## config.mk

```make
export PLATFORM = sky130hd
export DESIGN_NAME = keypad_encoder
export DESIGN_NICKNAME = d
export VERILOG_FILES = /design/src/rtl/keypad_encoder.sv
export SDC_FILE = /design/constraint.sdc
export NUM_CORES = 1
export LEC_CHECK = 0
export CORE_MARGIN = 10
export CORE_UTILIZATION = 50
export CTS_CLUSTER_SIZE = 20
export DETAILED_ROUTE_END_ITERATION = 6
export GPL_TIMING_DRIVEN = 1
export PLACE_DENSITY_LB_ADDON = 0.3
export SYNTH_ARGS = -nofsm -noshare
export SYNTH_HDL_FRONTEND = slang
export SYNTH_SLANG_ARGS = --single-unit
export TNS_END_PERCENT = 100
```

## constraint.sdc

```tcl
create_clock -name clk -period 7.1 [get_ports clk]
set_input_delay 1.42 -clock clk [delete_from_list [all_inputs] [get_ports clk]]
set_output_delay 1.42 -clock clk [all_outputs]
set_load 0.01 [all_outputs]
```

## src/rtl/keypad_encoder.sv

```systemverilog
// rtl/keypad_encoder.sv - 6x4 keypad scanner with debounced single-key encoding
// Columns are scanned one-hot low; each full scan is classified and debounced.
module keypad_encoder #(
  parameter int SCAN_DIV       = 1000,
  parameter int DEBOUNCE_SCANS = 4
) (
  input  logic       clk,
  input  logic       rst,
  input  logic [5:0] row_in,
  output logic [3:0] col_drive,
  output logic [4:0] keycode,
  output logic       newkey,
  output logic       key_held
);

  localparam int DW = (SCAN_DIV > 1) ? $clog2(SCAN_DIV) : 1;
  localparam int CW = $clog2(DEBOUNCE_SCANS + 1);

  localparam logic [1:0] S_IDLE     = 2'd0;
  localparam logic [1:0] S_DEBOUNCE = 2'd1;
  localparam logic [1:0] S_HELD     = 2'd2;

  logic [5:0]    row_s1, row_s2;
  logic [DW-1:0] div_cnt;
  logic [1:0]    col;
  logic [1:0]    acc_cnt;
  logic [4:0]    acc_k;
  logic [1:0]    state;
  logic [4:0]    cand_k;
  logic [CW-1:0] cnt;

  logic          sample, scan_end;
  logic [5:0]    pressed;
  logic [2:0]    col_cnt, col_row;
  logic [1:0]    base_cnt, scan_cnt;
  logic [3:0]    sum_cnt;
  logic [4:0]    scan_k;

  assign sample    = (div_cnt == DW'(SCAN_DIV - 1));
  assign scan_end  = sample && (col == 2'd3);
  assign col_drive = ~(4'b0001 << col);
  assign key_held  = (state == S_HELD);

  // Per-column key count (saturating at 2 across the scan) and index of a lone key.
  always_comb begin
    pressed = ~row_s2;
    col_cnt = 3'd0;
    col_row = 3'd0;
    for (int r = 5; r >= 0; r--) begin
      if (pressed[r]) col_row = 3'(r);
      col_cnt = col_cnt + {2'b00, pressed[r]};
    end
    base_cnt = (col == 2'd0) ? 2'd0 : acc_cnt;
    sum_cnt  = {2'b00, base_cnt} + {1'b0, col_cnt};
    scan_cnt = (sum_cnt > 4'd1) ? 2'd2 : sum_cnt[1:0];
    if (col_cnt == 3'd1)
      scan_k = {col_row, col};
    else if (col == 2'd0)
      scan_k = 5'd0;
    else
      scan_k = acc_k;
  end

  function automatic logic [4:0] key_map(input logic [4:0] k);
    logic [4:0] code;
    if (k < 5'd16)
      code = {1'b1, k[3:0]};
    else if (k[4:2] == 3'd4) begin
      case (k[1:0])
        2'd0:    code = 5'h0C;
        2'd1:    code = 5'h04;
        2'd2:    code = 5'h02;
        default: code = 5'h01;
      endcase
    end else begin
      case (k[1:0])
        2'd0:    code = 5'h0B;
        2'd1:    code = 5'h0A;
        2'd2:    code = 5'h09;
        default: code = 5'h03;
      endcase
    end
    return code;
  endfunction

  always_ff @(posedge clk or posedge rst) begin
    if (rst) begin
      row_s1  <= 6'h3F;
      row_s2  <= 6'h3F;
      div_cnt <= '0;
      col     <= 2'd0;
      acc_cnt <= 2'd0;
      acc_k   <= 5'd0;
      state   <= S_IDLE;
      cand_k  <= 5'd0;
      cnt     <= '0;
      keycode <= 5'h00;
      newkey  <= 1'b0;
    end else begin
      row_s1 <= row_in;
      row_s2 <= row_s1;
      newkey <= 1'b0;
      if (sample) begin
        div_cnt <= '0;
        col     <= col + 2'd1;
        acc_cnt <= scan_cnt;
        acc_k   <= scan_k;
      end else begin
        div_cnt <= div_cnt + DW'(1);
      end

      if (scan_end) begin
        case (state)
          S_IDLE: begin
            if (scan_cnt == 2'd1) begin
              cand_k <= scan_k;
              cnt    <= CW'(1);
              state  <= S_DEBOUNCE;
            end
          end
          S_DEBOUNCE: begin
            if (scan_cnt == 2'd1 && scan_k == cand_k) begin
              if (cnt + CW'(1) == CW'(DEBOUNCE_SCANS)) begin
                keycode <= key_map(cand_k);
                newkey  <= 1'b1;
                cnt     <= '0;
                state   <= S_HELD;
              end else begin
                cnt <= cnt + CW'(1);
              end
            end else begin
              cnt   <= '0;
              state <= S_IDLE;
            end
          end
          S_HELD: begin
            // Any activity during hold restarts the release debounce.
            if (scan_cnt == 2'd0) begin
              if (cnt + CW'(1) == CW'(DEBOUNCE_SCANS)) begin
                cnt   <= '0;
                state <= S_IDLE;
              end else begin
                cnt <= cnt + CW'(1);
              end
            end else begin
              cnt <= '0;
            end
          end
          default: begin
            cnt   <= '0;
            state <= S_IDLE;
          end
        endcase
      end
    end
  end

endmodule

```

Word-level counts from Yosys, hierarchy flattened
Index checks and enable logic that the tools add are counted.
Operators by class
  multiplexer cells: 30
  add/subtract/negate cells: 9
  reductions and logical operators: 10
  bitwise operators: 2
  divide/modulo/power cells: 0
  magnitude comparators: 2
  $mul: 0
  shift operators: 1
  eq/ne operators: 15
Operators with widths (number)
  two-way mux 3 bit: 10
  one-hot mux 4 bit (3 select lines): 2
  two-way mux 5 bit: 4
  two-way mux 2 bit: 7
  adder 10 x 1 -> 10 bit (second input constant): 1
  == test 10 bit (second input constant): 1
  two-way mux 10 bit: 1
  adder 3 x 1 -> 3 bit: 3
  one-hot mux 3 bit (3 select lines): 1
  zero test 2 bit: 4
  == test 2 x 1 -> 1 bit (second input constant): 3
  == test 2 bit (second input constant): 3
  == test 3 bit (second input constant): 2
  inverter 6 bit: 1
  one-hot mux 2 bit (3 select lines): 1
  == test 5 bit: 1
  < comparator 5 bit (second input constant): 1
  AND reduction 5 bit: 1
  adder 2 x 3 -> 4 bit: 1
  > comparator 4 x 1 -> 1 bit (second input constant): 1
  two-way mux 1 bit: 4
  inequality test 2 x 1 -> 1 bit (second input constant): 2
  inverter 4 bit: 1
  AND reduction 4 bit: 1
  other kinds (11): 12
Storage, ports and cells
  memory bits (read-only): 0
  output and inout bits: 11
  memory bits (writable): 0
  memories: 0
  bits of input ports: 8
  logic and storage cells: 80
  register bits: 47
  bits in latches: 0

Longest topological paths before layout
Gate-level depths: netlist of the first run.
  depth in word-level cells: 14
  mapped depth: 14
  depth with buffers taken out: 14

Least setup slack after synthesis of the first run
No wires, ideal clock.
  path kind: register -> register
  from: register row_s2[0]
  to: register state[1]
  stages on the path, launching flop included: 15
  path buffers: 0
  setup time: 0.096 ns
  period minus slack after synthesis: 4.007 ns
  data required time: 7.004 ns
  arrival time: 3.910 ns
  setup slack: 3.093 ns
  cells stage by stage: dfstp_2 > inv_1 > fa_1 > fa_1 > ha_1 > inv_1 > fa_1 > inv_1 > fa_1 > a21oi_1 > a2bb2oi_1 > or2_1 > nor4_1 > nand3_1 > o31ai_1
On the way
  cells in the longest elaborated chain, start to end: 9
  elaborated cells between the ends (all ways): 18
  those cells by class: add/sub (2); order compare (1); eq/ne (6); mux (5); bitwise (1); reduce/logical (3)
RTL lines
  start, declared: RTL line 23  | logic [5:0] row_s1, row_s2;
  start signal, assigned: RTL line 101  | row_s2 <= row_s1;
  inverter 6 bit *: RTL line 46  | pressed = ~row_s2;
  adder 3 x 1 -> 3 bit: RTL line 51  | col_cnt = col_cnt + {2'b00, pressed[r]};
  adder 2 x 3 -> 4 bit: RTL line 54  | sum_cnt = {2'b00, base_cnt} + {1'b0, col_cnt};
  > comparator 4 x 1 -> 1 bit: RTL line 55  | scan_cnt = (sum_cnt > 4'd1) ? 2'd2 : sum_cnt[1:0];
  two-way mux 2 bit: RTL line 55
  == test 2 x 1 -> 1 bit: RTL line 115, 122
  logical AND 1 bit: RTL line 122  | if (scan_cnt == 2'd1 && scan_k == cand_k) begin
  inequality test 3 bit (no line) / two-way mux 2 bit (equally long branches)
  AND reduction 5 bit (no line) / one-hot mux 2 bit (3 select lines) (equally long branches)
  end signal, assigned: RTL line 118  | state <= S_DEBOUNCE;
  end signal, assigned: RTL line 127  | state <= S_HELD;
  end signal, assigned: RTL line 133  | state <= S_IDLE;
  end, declared: RTL line 28  | logic [1:0] state;
Mark *: on every way between the ends. The rest lies on a longest branch, timed or not.
A chain may end at the register's enable or synchronous reset.

Worst setup path after layout of the first run
Ends and elaborated chain as after synthesis.

==> impl_metrics.toml, run 1 <==
[sta]
layout_min_cycle_time_ns = 4.39
drv_slew = 0
timing.fmax_mhz = 228
max_slew.worst_pin.slew_ns = 0.940
rsz0062_at_grt = "no"
slew_headroom = 0.372
finalSetupTns_ns = 0
fin_crit_sh = 0.619
setup_viol = 0
hold_ws_ns = 0.349
fin_ws_ns = 2.71
clock_skew_ns = 0.0110
hold_viol_final = 0

[critical_path]
cp_slowest_cell = "dfstp_2"
crit_chain = "inv_1, fa_1, fa_1, ha_1, inv_1, fa_1, inv_1, fa_1, a21oi_1, a2bb2oi_1, or2_1, nor4_1, nand3_1, o31ai_1"
worstPathRequired_ns = 7.30
worst_setup_path_end_kind = "register"
criticalPathCategory = "reg2reg"
critical_path.max_fanout = 5
cp_slowest_stage_delay_ns = 0.56
critical_path.most_common_cell = "fa_1"
arrival_ns = 4.60
worstSetupStartpointType = "register"

[cells_and_area]
nets = 304
finalNonFillerCells = 353
area_growth_pct = 12.2
antennaDiodeCount = 0
fin_util = 0.572
layout-drive-gt1-share = 0.0989

[floorplanning]
die_y_um = 91.9
io_pins = 19
num_rows = 26
initial_core_util = 0.509
die_w_um = 91.9
dieArea_mm2 = 0.00845
coreArea_mm2 = 0.00507

[drt]
vias = 1911
antenna_left = 0
routed_wl_um = 4950
first_iter_violations = 170
dr.pass1.iters = 4
post_drt_wl_per_cell_um = 14.0
vias_per_cell = 5.41
drc_errors = 0

[clock_network]
clk_pin_slew_worst_paths_ns = 0.08
cts_tree = "built"
post_cts_buffers = 0
cts_root_buf = "clkbuf_8"
ctsResizeCount = 0
htreeDepth = 2
hold_buffers = 0
clockBufferDepth = 2
insertion_delay_ns = 0.30
cts_sinks = 47
cts_buffers = 5

[logic_synthesis]
yosysTopAreaCell = "dfrtp_1"
synth_nets = 285
yosys.cell_count.top_type = "dfrtp_1"
netlist.area_leader.share = 0.339
ys.flop_type = "dfrtp_1"
synth_area_leaders = "dfrtp_1 34%, dfstp_2 12%, ha_1 4.8%, inv_1 3.9%, o21ai_0 3.7%"
synth_commonest_cells = "35 x dfrtp_1, 27 x inv_1, 24 x nand2_1"
synth_seq_cells = 47
synthCells = 263
ys_async_sr_fraction = 1.00
synth_cell_types = 54
synth_edf_count = 0
yosys_warnings = 0
syn_area_mm2 = 0.00258
ys_seq_area_frac = 0.461
avgSynthCellArea_um2 = 9.83

[placed_design]
pre_cts_ws_ns = 2.71
dpl.cell_count = 345
gp_congestion = 0.812
hpwl_um = 3700
port_buffers = 18

[pwr]
intPower_uw = 367
seq_power_share = 0.554
clockPowerShare = 0.314
combPwrFrac = 0.131
p_leak_uw = 0.00119
power_density_mw_per_mm2 = 172
switching_share = 0.262
power.switching_uw = 130
ir_drop_mv = 0.115

[global_routing]
grtUsageTotal = 0.123
gr-total-overflow = 0
grt_pass1_wl_um = 8600
antenna_found_initial = 0
grt_max_degree = 48
grt_pass1_vias = 1849

[run]
maxCapViolCount = 0

[run_status]
status = "finished clean"

[hold_path]
hp-class = "reg2reg"
-- stage by stage --
stage                     total power (uW)  area (um^2)
after floorplan                        331         2580
after global placement                 344         2820
after detailed placement               346         2820
final                                  498         2900
after CTS                              506         2900
after global routing                   526         2900
-- flip-flops by register name, summed over array words and instances (netlist names) --
name     flops
div_cnt     10
cnt          3
acc_cnt      2
keycode      5
row_s1       6
newkey       1
cand_k       5
col          2
row_s2       6
state        2
acc_k        5
-- logic make-up (layout without fill, tap and decap cells) --
logic type | count (synthesis) | after routing | synth area share
buffers and inverters | 33 | 53 | 0.0523
multiplexers | 8 | 8 | 0.0392
flip-flops | 47 | 47 | 0.461
XOR/XNOR | 8 | 8 | 0.0271
AND/OR/NAND/NOR | 93 | 93 | 0.193
AO/OA/AOI/OAI | 60 | 60 | 0.149
adder cells (fa/ha/maj) | 14 | 14 | 0.0794
-- worst paths after layout --
| kind | cells after the start | endpoint | slack [ns] | start |
|---|---|---|---|---|
| setup / recovery | 14 | state[1]$_DFFE_PP0P_ | 2.71 | row_s2[0]$_DFF_PP1_ |
| hold / removal | 0 | row_s2[0]$_DFF_PP1_ | 0.35 | row_s1[0]$_DFF_PP1_ |
| setup reg to reg | 14 | state[1]$_DFFE_PP0P_ | 2.71 | row_s2[0]$_DFF_PP1_ |
| hold reg to reg | 0 | row_s2[0]$_DFF_PP1_ | 0.35 | row_s1[0]$_DFF_PP1_ |
| max in group asynchronous | 2 | cnt[0]$_DFFE_PP0P_ | 4.87 | rst |
| min in group asynchronous | 2 | acc_k[4]$_DFFE_PP0N_ | 1.66 | rst |
-- final cells by class --
type                    count  area, um^2
fillers                   464        2170
repair buffers             18         180
well taps                  70        87.6
flip-flops and latches     47        1190
inverters                  27         101
clock inverters             1        6.26
clock buffers               7        76.3
multi-input cells         183        1260
-- worst max-delay path, delay by kind of cell, from the launching register on --
kind | cells | cell delay, ns
adders and majority gates | 5 | 2.16
DFF | 1 | 0.56
buffers and inverters | 3 | 0.22
and+or+nand+nor | 3 | 0.84
AOI/OAI and AO/OA | 3 | 0.52
-- placed cells by master, fill, tap and decap left out, types with 2 or more instances in the layout --
cell type,netlist,layout
dfrtp_1,35,35
o21ai_0,19,19
fa_1,4,4
a31oi_1,2,2
nor4_1,2,2
a21oi_1,15,15
a22o_1,2,2
mux2_4,4,4
xnor2_1,4,4
clkbuf_8,0,5
inv_1,27,26
and4_1,2,2
o211ai_1,2,2
nor2_1,18,18
nand4_1,2,2
mux2i_1,3,3
dfstp_2,12,12
clkdlybuf4s50_1,0,18
nor3_1,3,3
nor3b_1,2,2
a22oi_1,3,3
nand2_1,24,24
o41ai_1,2,2
nand3_1,9,9
ha_1,10,10
and3_1,3,3
nor2b_1,8,8
clkbuf_1,4,2
nand2b_1,11,11
xor2_1,4,4
and2_1,2,2
-- power groups by stage --
stage               Clock (uW)  Sequential (uW)  Combinational (uW)
floorplan                    0              280                50.8
global placement             0              281                63.6
detailed placement           0              281                65.4
CTS                        164              276                65.8
global route               175              276                74.6
finish                     156              276                65.4
-- routing by layer --
metal	vias up	track usage	part of all wire
met4	0	0.0360	0.0057
met3	5	0.0399	0.060
li1	946	-	-
met1	916	0.162	0.48
met2	44	0.189	0.46
met5	-	0	0
No activity file was read; power rests on OpenSTA's default activity.
==> run 2: changes to the inputs <==
==> constraint.sdc (replaced) <==
create_clock -name clk -period 4.46 [get_ports clk]
set_input_delay 0.892 -clock clk [delete_from_list [all_inputs] [get_ports clk]]
set_output_delay 0.892 -clock clk [all_outputs]
set_load 0.01 [all_outputs]
==> run 2 against run 1 <==
Effect of this change:
- global-route usage decreased by 0.18 points
- design area increased by 1.7%
- register-to-register slack got worse by 2.5 ns
- critical path type unchanged
- critical endpoint is now keycode[3]$_DFFE_PP0P_
- largest cell class unchanged
- highest routed layer unchanged
==> impl_metrics.toml, run 2 (same netlist as run 1, synthesis figures left out) <==
[run_status]
status = "finished clean"

[cells_and_area]
layout_commonest_cell = "dfrtp_1"
nets = 306
fin_util = 0.582
largest_reg_flops = 10
area_growth_pct = 14.2
largest_register = "div_cnt"
final_cell_mix = "35 x dfrtp_1, 26 x inv_1, 24 x nand2_1"
nFillCells = 471
layout-drive-gt1-share = 0.119
reg_top3 = "div_cnt x10, row_s1 x6, row_s2 x6"
antennaDiodeCount = 0
post-route-cell-area_mm2 = 0.00295

[critical_path]
criticalPathCategory = "reg2reg"
worst_setup_path_end_kind = "register"
arrival_ns = 4.46
crit_chain = "inv_1, fa_1, fa_1, ha_1, inv_1, fa_1, inv_1, fa_1, a21oi_1, a2bb2oi_1, nor4_1, and4_2, mux2_4"
worstPathRequired_ns = 4.64
rr_worst_depth = 13
cp_slowest_cell = "dfstp_2"
worstSetupStartpointType = "register"
critical_path.max_fanout = 5
cp_slowest_stage_delay_ns = 0.56
critical_path.most_common_cell = "fa_1"

[floorplanning]
initial_core_util = 0.509
io_pins = 19
coreArea_mm2 = 0.00507
num_rows = 26
dieArea_mm2 = 0.00845
die_w_um = 91.9
die_y_um = 91.9

[drt]
routed_wl_um = 4930
antenna_left = 0
dr.pass1.iters = 4
vias_per_cell = 5.29
first_iter_violations = 103
drc_errors = 0
vias = 1878
post_drt_wl_per_cell_um = 13.9

[global_routing]
gr-total-overflow = 0
grt_pass1_vias = 1903
grt_pass1_wl_um = 8720
grt_max_degree = 48
grtUsageTotal = 0.121
antenna_found_initial = 0

[pwr]
ir_drop_mv = 0.225
finalPower_uw = 827
power_density_mw_per_mm2 = 280
p_leak_uw = 0.00121

[sta]
hold_ws_ns = 0.357
timing.fmax_mhz = 234
slew_headroom = 0.373
layout_min_cycle_time_ns = 4.27
finalSetupTns_ns = 0
fin_crit_sh = 0.958
max_slew.worst_pin.slew_ns = 0.938
setup_viol = 0
clock_skew_ns = 0.00753
drv_slew = 0
hold_viol_final = 0

[clock_network]
cts_tree = "built"
htreeDepth = 2
clockBufferDepth = 2
insertion_delay_ns = 0.30
cts_sinks = 47
clk_pin_slew_worst_paths_ns = 0.08
hold_buffers = 0
cts_buffers = 5
cts_root_buf = "clkbuf_8"

[hold_path]
hp-class = "reg2reg"
hold_depth = 0

[run]
maxCapViolCount = 0

[placed_design]
port_buffers = 18
hpwl_um = 3650
place_area_mm2 = 0.00283
gp_congestion = 0.803
## run 2: cell types whose count changed in the layout (fill, tap and decap cells not counted), sizes merged
cell and change:
buf +2, clkbuf +1, inv -1
## run 2: routing by layer
| layer | routed length (um) | GRT usage | vias to the layer above | part of all wire |
|---|---|---|---|---|
| met1 | 2440 | 0.162 | 880 | 0.49 |
| li1 | - | - | 953 | - |
| met3 | 275 | 0.0383 | 6 | 0.056 |
| met4 | 66 | 0.0347 | 0 | 0.013 |
| met5 | 0 | 0 | - | 0 |
| met2 | 2150 | 0.184 | 39 | 0.44 |
## run 2: per-stage QoR
stage          setup slack [ns]  instances
6_report                  0.187        355
5_1_grt                -0.00341        355
4_1_cts                   0.159        355
3_5_place_dp              0.164        347
3_3_place_gp              0.277        347
2_1_floorplan             0.453        263
## run 2: worst paths after layout
| kind | startpoint | endpoint | slack (ns) |
|---|---|---|---|
| worst max-delay path | row_s2[0]$_DFF_PP1_ | keycode[3]$_DFFE_PP0P_ | 0.19 |
| worst min-delay path | row_s1[3]$_DFF_PP1_ | row_s2[3]$_DFF_PP1_ | 0.36 |
| worst max register to register | row_s2[0]$_DFF_PP1_ | keycode[3]$_DFFE_PP0P_ | 0.19 |
| worst min register to register | row_s1[3]$_DFF_PP1_ | row_s2[3]$_DFF_PP1_ | 0.36 |
| max in group asynchronous | rst | newkey$_DFF_PP0_ | 2.76 |
| min in group asynchronous | rst | acc_k[0]$_DFFE_PP0N_ | 1.12 |
## run 2: area by class of cell
type,count,area (um^2),share of cell area
clock buffer,8,101,0.0343
inverter,27,101,0.0343
multi-input combinational,183,1270,0.432
sequential,47,1190,0.404
tap,70,87.6,0.0297
timing repair buffer,20,195,0.0661
## run 2: report_power, final
| part | switching [uW] | internal, uW | leakage [uW] |
|---|---|---|---|
| Combinational | 68.1 | 39.8 | 0.000558 |
| Sequential | 3.30 | 436 | 0.000601 |
| Clock | 135 | 145 | 0.0000506 |
## run 2: what timing repair did
item / in CTS / in global routing
endpoints found under the setup margin: 0 / 8
buffers inserted: 0 / 0
resized for setup: 0 / 4
## run 2: critical path: cells and delay by family, from the launching register on
family / cells / cell delay [ns]
multiplexers: 1 / 0.31
adder cells (fa/ha/maj): 5 / 2.14
AND/OR/NAND/NOR: 2 / 0.67
AO/OA/AOI/OAI: 2 / 0.28
buffers and inverters: 3 / 0.21
flip-flops: 1 / 0.56
==> run 3: changes to the inputs <==
--- a/config.mk
+++ b/config.mk
@@ -5,7 +5,6 @@
 export SDC_FILE = /design/constraint.sdc
 export NUM_CORES = 1
 export LEC_CHECK = 0
-export CORE_MARGIN = 10
 export CORE_UTILIZATION = 50
 export CTS_CLUSTER_SIZE = 20
 export DETAILED_ROUTE_END_ITERATION = 6
==> run 3 against run 2 <==
Effect of this change:
- total power shrank 3.0%
- global-route usage is 8.3 points higher
- worst setup slack improved by 0.018 ns
- register-to-register slack improved by 0.02 ns
- routed wire length down 3.0%
- clock power shrank 9.3%
- die area shrank 35%
- sequential power is essentially flat
- via count grew 3.0%
- largest power group unchanged
- count of clock-buffer cells in the layout is 2 lower
- critical path depth did not move
- fmax grew 0.43%
==> impl_metrics.toml, run 3 (same netlist as run 1, synthesis figures left out) <==
[critical_path]
crit_buf_inv = 3
worstPathRequired_ns = 4.65
r2r-end = "keycode[2]$_DFFE_PP0P_"
arrival_ns = 4.45
cp_slowest_stage_delay_ns = 0.56
critical_path.max_fanout = 5
worstSetupStartpointType = "register"
r2r_start = "row_s2[0]$_DFF_PP1_"
crit_chain = "inv_1, fa_1, fa_1, ha_1, inv_1, fa_1, inv_1, fa_1, a21oi_1, a2bb2oi_1, nor4_1, and4_2, mux2_4"
worst_setup_path_end_kind = "register"
critical_path.most_common_cell = "fa_1"
rr_worst_depth = 13
r2r_slack_ns = 0.21
crit_family = "adder cells"
criticalPathCategory = "reg2reg"
cp_slowest_cell = "dfstp_2"

[sta]
clock_skew_ns = 0.00665
slew_headroom = 0.367
setup_viol = 0
rsz0062_at_grt = "no"
fin_crit_sh = 0.954
hold_viol_final = 0
max_slew.worst_pin.slew_ns = 0.948
finalSetupTns_ns = 0
layout_min_cycle_time_ns = 4.25
timing.fmax_mhz = 235
drv_slew = 0

[cells_and_area]
fin_util = 0.605
layout-drive-gt1-share = 0.126
final_cell_mix = "35 x dfrtp_1, 26 x inv_1, 24 x nand2_1"
largest_register = "div_cnt"
antennaDiodeCount = 0
post-route-cell-area_mm2 = 0.00293
area_growth_pct = 13.5
reg_top3 = "div_cnt x10, row_s1 x6, row_s2 x6"
multi_input_area_mm2 = 0.00128
layout_commonest_cell = "dfrtp_1"
nets = 306
regArea_mm2 = 0.00119
largest_reg_flops = 10
nFillCells = 456

[floorplanning]
initial_core_util = 0.533
io_pins = 19
coreArea_mm2 = 0.00485
die_w_um = 73.9
die_y_um = 73.9
num_rows = 25
dieArea_mm2 = 0.00546

[hold_path]
hold_depth = 0
min_to = "row_s2[1]$_DFF_PP1_"
hp-class = "reg2reg"
min_from = "row_s1[1]$_DFF_PP1_"

[placed_design]
place_area_mm2 = 0.00283
hpwl_um = 3480
gp_congestion = 0.818
port_buffers = 18

[run]
maxCapViolCount = 0

[clock_network]
htreeDepth = 2
cts_tree = "built"
clk_pin_slew_worst_paths_ns = 0.08
cts_buffers = 5
clockBufferDepth = 2
post_cts_buffers = 0
cts_root_buf = "clkbuf_8"
insertion_delay_ns = 0.30
cts_sinks = 47
hold_buffers = 0

[global_routing]
grt_pass1_vias = 1890
antenna_found_initial = 0
gr-total-overflow = 0
grt_max_degree = 48
grt_pass1_wl_um = 8410
grtUsageTotal = 0.204

[run_status]
status = "finished clean"

[pwr]
switching_share = 0.269
seq_power_share = 0.548
power.switching_uw = 216
clockPowerShare = 0.316
ir_drop_mv = 0.221
power_density_mw_per_mm2 = 273
p_leak_uw = 0.00121
intPower_uw = 586
combPwrFrac = 0.135

[drt]
vias = 1935
dr.pass1.iters = 4
vias_per_cell = 5.50
post_drt_wl_per_cell_um = 13.6
routed_wl_um = 4780
drc_errors = 0
first_iter_violations = 140
antenna_left = 0
-- run 3: layer usage --
metal,vias up,wire length [um],GRT usage
met4,0,107,0.0919
met3,8,207,0.0466
met5,-,0,0
met2,39,2190,0.320
met1,937,2280,0.270
li1,951,-,-
-- run 3: final cells by class --
cell class | instances | share of cell area
timing repair buffer | 20 | 0.0666
clock buffer | 6 | 0.0247
sequential | 47 | 0.406
tap | 67 | 0.0286
multi-input combinational | 183 | 0.436
inverter | 27 | 0.0346
clock inverter | 2 | 0.00384
-- run 3: how the worst max path moves through the flow --
| stage | depth (start not counted) | slack, ns | from | end |
|---|---|---|---|---|
| 4_1_cts | 14 | 0.13 | row_s2[0]$_DFF_PP1_ | state[1]$_DFFE_PP0P_ |
| 3_3_place_gp | 13 | 0.24 | row_s2[0]$_DFF_PP1_ | keycode[1]$_DFFE_PP0P_ |
| 5_1_grt | 14 | 0.01 | row_s2[0]$_DFF_PP1_ | state[1]$_DFFE_PP0P_ |
| 6_report | 13 | 0.21 | row_s2[0]$_DFF_PP1_ | keycode[2]$_DFFE_PP0P_ |
| 3_5_place_dp | 13 | 0.13 | row_s2[0]$_DFF_PP1_ | keycode[3]$_DFFE_PP0P_ |
| 2_1_floorplan | 14 | 0.45 | row_s2[0]$_DFF_PP1_ | state[1]$_DFFE_PP0P_ |
-- run 3: timing repair --
item	CTS	global route
gates resized for setup	0	5
setup endpoints to repair	0	8
endpoints found under the hold margin	0	0
-- run 3: metrics by stage --
| step | power (uW) | setup WS, ns | hold slack [ns] | cells |
|---|---|---|---|---|
| floorplan | 527 | 0.453 | 0.345 | 263 |
| global placement | 548 | 0.241 | 0.346 | 344 |
| detailed placement | 552 | 0.129 | 0.348 | 344 |
| CTS | 808 | 0.133 | 0.360 | 352 |
| global route | 839 | 0.0100 | 0.362 | 352 |
| finish | 802 | 0.206 | 0.358 | 352 |
-- run 3: power by group through the flow --
stage	combinational [uW]	sequential [uW]	clock, uW
after detailed placement	104	448	0
after CTS	105	440	263
after global routing	121	440	278
after global placement	101	447	0
after floorplan	80.8	446	0
final	109	439	254
-- run 3: worst reg2reg max path, cell delays in order (launching register included) --
cell,delay [ns]
dfstp_2,0.56
inv_1,0.08
fa_1,0.49
fa_1,0.49
ha_1,0.13
inv_1,0.05
fa_1,0.55
inv_1,0.09
fa_1,0.47
a21oi_1,0.14
a2bb2oi_1,0.14
nor4_1,0.26
and4_2,0.38
mux2_4,0.31
==> edit 1: new RTL, config.mk and constraints of run 3 <==
`SCAN_DIV`: 1000 -> 500.
--- a/src/rtl/keypad_encoder.sv
+++ b/src/rtl/keypad_encoder.sv
@@ -3,3 +3,3 @@
 module keypad_encoder #(
-  parameter int SCAN_DIV       = 1000,
+  parameter int SCAN_DIV       = 500,
   parameter int DEBOUNCE_SCANS = 4
Function: no difference found for any inputs over 10 cycles, from zero or initial values and one cycle with rst high; that may be too few to reach the edited logic, so the function may still have changed.
==> edit 1 against run 3 <==
Critical path depth increased by 2. Combinational power up 15%. Sequential cell count decreased by 1. Total power is 7.3% higher. Area after synthesis down 1.7%. Worst setup slack got worse by 0.021 ns. Final area is 0.26% lower. Clock skew decreased by 0.0016 ns. Non-clock buffer count is 6 higher. Wire length down 7.3%. Highest routed layer unchanged.
==> edit 1: results (changes against run 3) <==
[critical_path]
crit_start=row_s2[1]$_DFF_PP1_  ; was row_s2[0]$_DFF_PP1_
critical_path.endpoint=keycode[3]$_DFFE_PP0P_  ; was keycode[2]$_DFFE_PP0P_
cp_data_arrival_time_ns=4.47  ; was 4.45 ns
reg2regPathDepth=15  ; was 13

[timing]
worstMarginPinSlew_ns=0.546  ; was 0.948 ns
finalClockSkew_ns=0.00507  ; was 0.00665 ns
fin_ws_ns=0.185  ; was 0.206 ns
whs_ns=0.359  ; was 0.358 ns

[yosys]
synthAdderAreaFrac_pct=8.08  ; was 7.94%
synth_top_cells_by_count=34 x dfrtp_1, 25 x a21oi_1, 21 x inv_1, 19 x nor2_1, 14 x nand2_1  ; was 35 x dfrtp_1, 27 x inv_1, 24 x nand2_1, 19 x o21ai_0, 18 x nor2_1
synth_compound_area_share_pct=17.2  ; was 14.9%
synth_nets=268  ; was 285
synthMuxAreaShare_pct=3.00  ; was 3.92%
synth_area_leaders=dfrtp_1 33%, dfstp_2 12%, a21oi_1 4.9%  ; was dfrtp_1 34%, dfstp_2 12%, ha_1 4.8%
synth-seq-area-share_pct=45.9  ; was 46.1%
syn_area_per_cell_um2=10.3  ; was 9.83 µm²
synth.distinct_cells=58  ; was 54
synth-xor-area-share_pct=2.07  ; was 2.71%

[global_route]
grt_usage_pct=19.3  ; was 20.4%
grt_pass1_wl_um=7780  ; was 8410 µm
grt_max_degree=47  ; was 48
met2_usage_pct=29.9  ; was 32.0%
grt_use_met1_pct=25.7  ; was 27.0%
grt_pass1_vias=1702  ; was 1890
grt_use_met3_pct=4.12  ; was 4.66%

[placement]
dpl.cell_count=324  ; was 344
dp_slack_ns=0.145  ; was 0.129 ns
finalWeightedCongestion=0.764  ; was 0.818
hpwl_um=3130  ; was 3480 µm
placed_area_um2=2770  ; was 2830 µm²
port-buffer-count=18  ; unchanged

[finish]
reg_top3=div_cnt x9, row_s1 x6, row_s2 x6  ; was div_cnt x10, row_s1 x6, row_s2 x6
layout-drive-gt1-share_pct=17.8  ; was 12.6%
fin_nets=290  ; was 306

[detailed_routing]
viasPerCell=5.39  ; was 5.50
drtIter0Drc=88  ; was 140
wl_per_cell_um=13.2  ; was 13.6 µm
dr_wl_met2_um=2000  ; was 2190 µm
drt-total-wl_um=4430  ; was 4780 µm
wl_met3_um=192  ; was 207 µm

[pwr]
leakage_uw=0.00126  ; was 0.00121 µW
irDropWorstVdd_uv=243  ; was 221 µV
switchingPower_uw=216  ; about the same
p_sw_share_pct=25.1  ; was 26.9%
seq_cell_power_uw=430  ; was 439 µW
p_clk_uw=306  ; was 254 µW

[outcome]
outcome=completed  ; unchanged

==> edit 1: cell count changes after synthesis, moves of 3 or more <==
| cell | before | now |
|---|---|---|
| o31ai_1 | 1 | 4 |
| a22oi_1 | 3 | 0 |
| buf_2 | 0 | 3 |
| nand2b_1 | 11 | 6 |
| inv_1 | 27 | 21 |
| a21oi_1 | 15 | 25 |
| o21ai_0 | 19 | 13 |
| nand2_1 | 24 | 14 |
| nand3_1 | 9 | 6 |
==> edit 1: layout make-up <==
cell class | count | area (µm²)
well taps | 67 | 83.8
multi-input cells | 168 | 1250
repair buffers | 26 | 240
inverters | 21 | 78.8
fillers | 436 | 1890
flip-flops and latches | 46 | 1170
clock buffers | 6 | 72.6
clock inverters | 2 | 37.5
==> edit 1: what timing repair did <==
action,4_1_cts,5_1_grt
endpoints found under the setup margin,0,3
resized for setup,0,4
buffers inserted,0,4
==> edit 2: new RTL, flow settings as in run 3 <==
Made on the original files. Register the input `row_in` before use, with the module's reset. The logic sees it one clock later.
--- a/src/rtl/keypad_encoder.sv
+++ b/src/rtl/keypad_encoder.sv
@@ -21,2 +21,12 @@
   localparam logic [1:0] S_HELD     = 2'd2;
+
+  logic [5:0] row_q;
+
+  always_ff @(posedge clk or posedge rst) begin
+    if (rst) begin
+      row_q <= '0;
+    end else begin
+      row_q <= row_in;
+    end
+  end
 
@@ -99,3 +109,3 @@
     end else begin
-      row_s1 <= row_in;
+      row_s1 <= row_q;
       row_s2 <= row_s1;
Check against the original RTL: no difference found for any inputs over 10 cycles, from zero or initial values and one cycle with rst high; that may be too few to reach the edited logic, so the function may still have changed.
==> edit 2 against run 3 <==
Area after synthesis increased by 3.4%. Final area increased by 4.9%. Critical path depth decreased by 2. Critical endpoint is now keycode[4]$_DFFE_PP0P_. Worst setup slack improved by 0.026 ns. Wire length increased by 0.21%. Global-route usage decreased by 0.85 points. Via count decreased by 3.1%. Non-clock buffer count increased by 4. Hold slack got worse by 0.0021 ns. Total power increased by 11%. Sequential cell count increased by 6. Highest routed layer unchanged. First-iteration DRC count decreased by 12%.
==> edit 2: results (changes against run 3) <==
[global_route]
grt_use_met3_pct=4.42  ; was 4.66%
grt_max_degree=54  ; was 48
grt_pass1_wl_um=8020  ; was 8410 µm
grt_pass1_vias=1746  ; was 1890

[detailed_routing]
drt-total-wl_um=4790  ; was 4780 µm
viasPerCell=5.50  ; about the same
wl_per_cell_um=14.1  ; was 13.6 µm
drtIter0Drc=123  ; was 140

[clock_network]
clock_latency_ns=0.32  ; was 0.30 ns
cts_sinks=53  ; was 47
cts.clk_slew.worst_paths_ns=0.10  ; was 0.08 ns

[outcome]
outcome=completed  ; unchanged

[pwr]
p_clk_uw=287  ; was 254 µW
leakage_uw=0.00135  ; was 0.00121 µW
seqPwrFrac_pct=55.6  ; was 54.8%
irDropWorstVdd_uv=235  ; was 221 µV
power_density_nw_per_um2=290  ; was 273 nW/µm²
p_sw_share_pct=26.7  ; was 26.9%

[timing]
whs_ns=0.356  ; was 0.358 ns
finalClockSkew_ns=0.00902  ; was 0.00665 ns
worstMarginPinSlew_ns=1.05  ; was 0.948 ns

[finish]
seq_area_um2=1340  ; was 1190 µm²
clockBufferCount=5  ; was 6
fillers=451  ; was 456
syn2layout_area_growth_pct=15.1  ; was 13.5%
layout-drive-gt1-share_pct=17.0  ; was 12.6%
buffers=24  ; was 20
buf_share_pct=7.32  ; was 6.66%
multi_input_cells=164  ; was 183
fin_nets=292  ; was 306

[yosys]
synth_nets=268  ; was 285
synth_top_cells_by_count=41 x dfrtp_1, 22 x inv_1, 20 x o21ai_0, 18 x nand2_1, 18 x nor2_1  ; was 35 x dfrtp_1, 27 x inv_1, 24 x nand2_1, 19 x o21ai_0, 18 x nor2_1
synth_cells=246  ; was 263
synth_area_leaders=dfrtp_1 38%, dfstp_2 12%, ha_1 4.7%  ; was dfrtp_1 34%, dfstp_2 12%, ha_1 4.8%

[placement]
dp_slack_ns=0.126  ; was 0.129 ns
hpwl_um=3530  ; was 3480 µm

[critical_path]
cp_data_arrival_time_ns=4.44  ; was 4.45 ns
regToRegSetupSlack_ns=0.23  ; was 0.21 ns
cp_max_fo=9  ; was 5

edit 2: changes by cell type after synthesis, moves of 3 or more:
cell,run 3,this run
mux2i_1,3,0
nand2b_1,11,4
xnor2_1,4,7
nand2_1,24,18
dfrtp_1,35,41
inv_1,27,22
xor2_1,4,7
a21oi_1,15,7
edit 2: cells by family after synthesis:
group                      share of synthesized area [%]
muxes                                               4.16
adders and majority gates                           7.67
buffers and inverters                               4.35
xor gates and xnor gates                            4.59
DFF                                                 50.2
AOI/OAI and AO/OA                                   13.3
and+or+nand+nor                                     15.8
edit 2: worst max-delay path: stages (launching register included):
cell and delay [ns]:
dfstp_2 0.56, inv_1 0.08, fa_1 0.55, fa_1 0.41, ha_1 0.20, fa_1 0.50
or3b_1 0.55, nand3_2 0.17, a21oi_2 0.08, nor4b_4 0.43, nand4_4 0.25, mux2_4 0.35
edit 2: how the worst max path moves through the flow:
stage	start	endpoint	slack [ns]	cells after the start
2_1_floorplan	row_s2[0]$_DFF_PP1_	keycode[0]$_DFFE_PP0P_	0.34	12
3_3_place_gp	row_s2[0]$_DFF_PP1_	cnt[2]$_DFFE_PP0P_	0.20	14
3_5_place_dp	row_s2[0]$_DFF_PP1_	cnt[2]$_DFFE_PP0P_	0.13	14
4_1_cts	row_s2[0]$_DFF_PP1_	cnt[2]$_DFFE_PP0P_	0.1	14
5_1_grt	row_s2[0]$_DFF_PP1_	cnt[2]$_DFFE_PP0P_	0.004	14
6_report	row_s2[0]$_DFF_PP1_	keycode[4]$_DFFE_PP0P_	0.23	11
edit 2: per-layer routing:
| metal | up-vias | share of wire (%) |
|---|---|---|
| li1 | 904 | - |
| met1 | 935 | 46 |
| met2 | 30 | 48 |
| met3 | 6 | 3.7 |
| met4 | 0 | 1.4 |
| met5 | - | 0 |
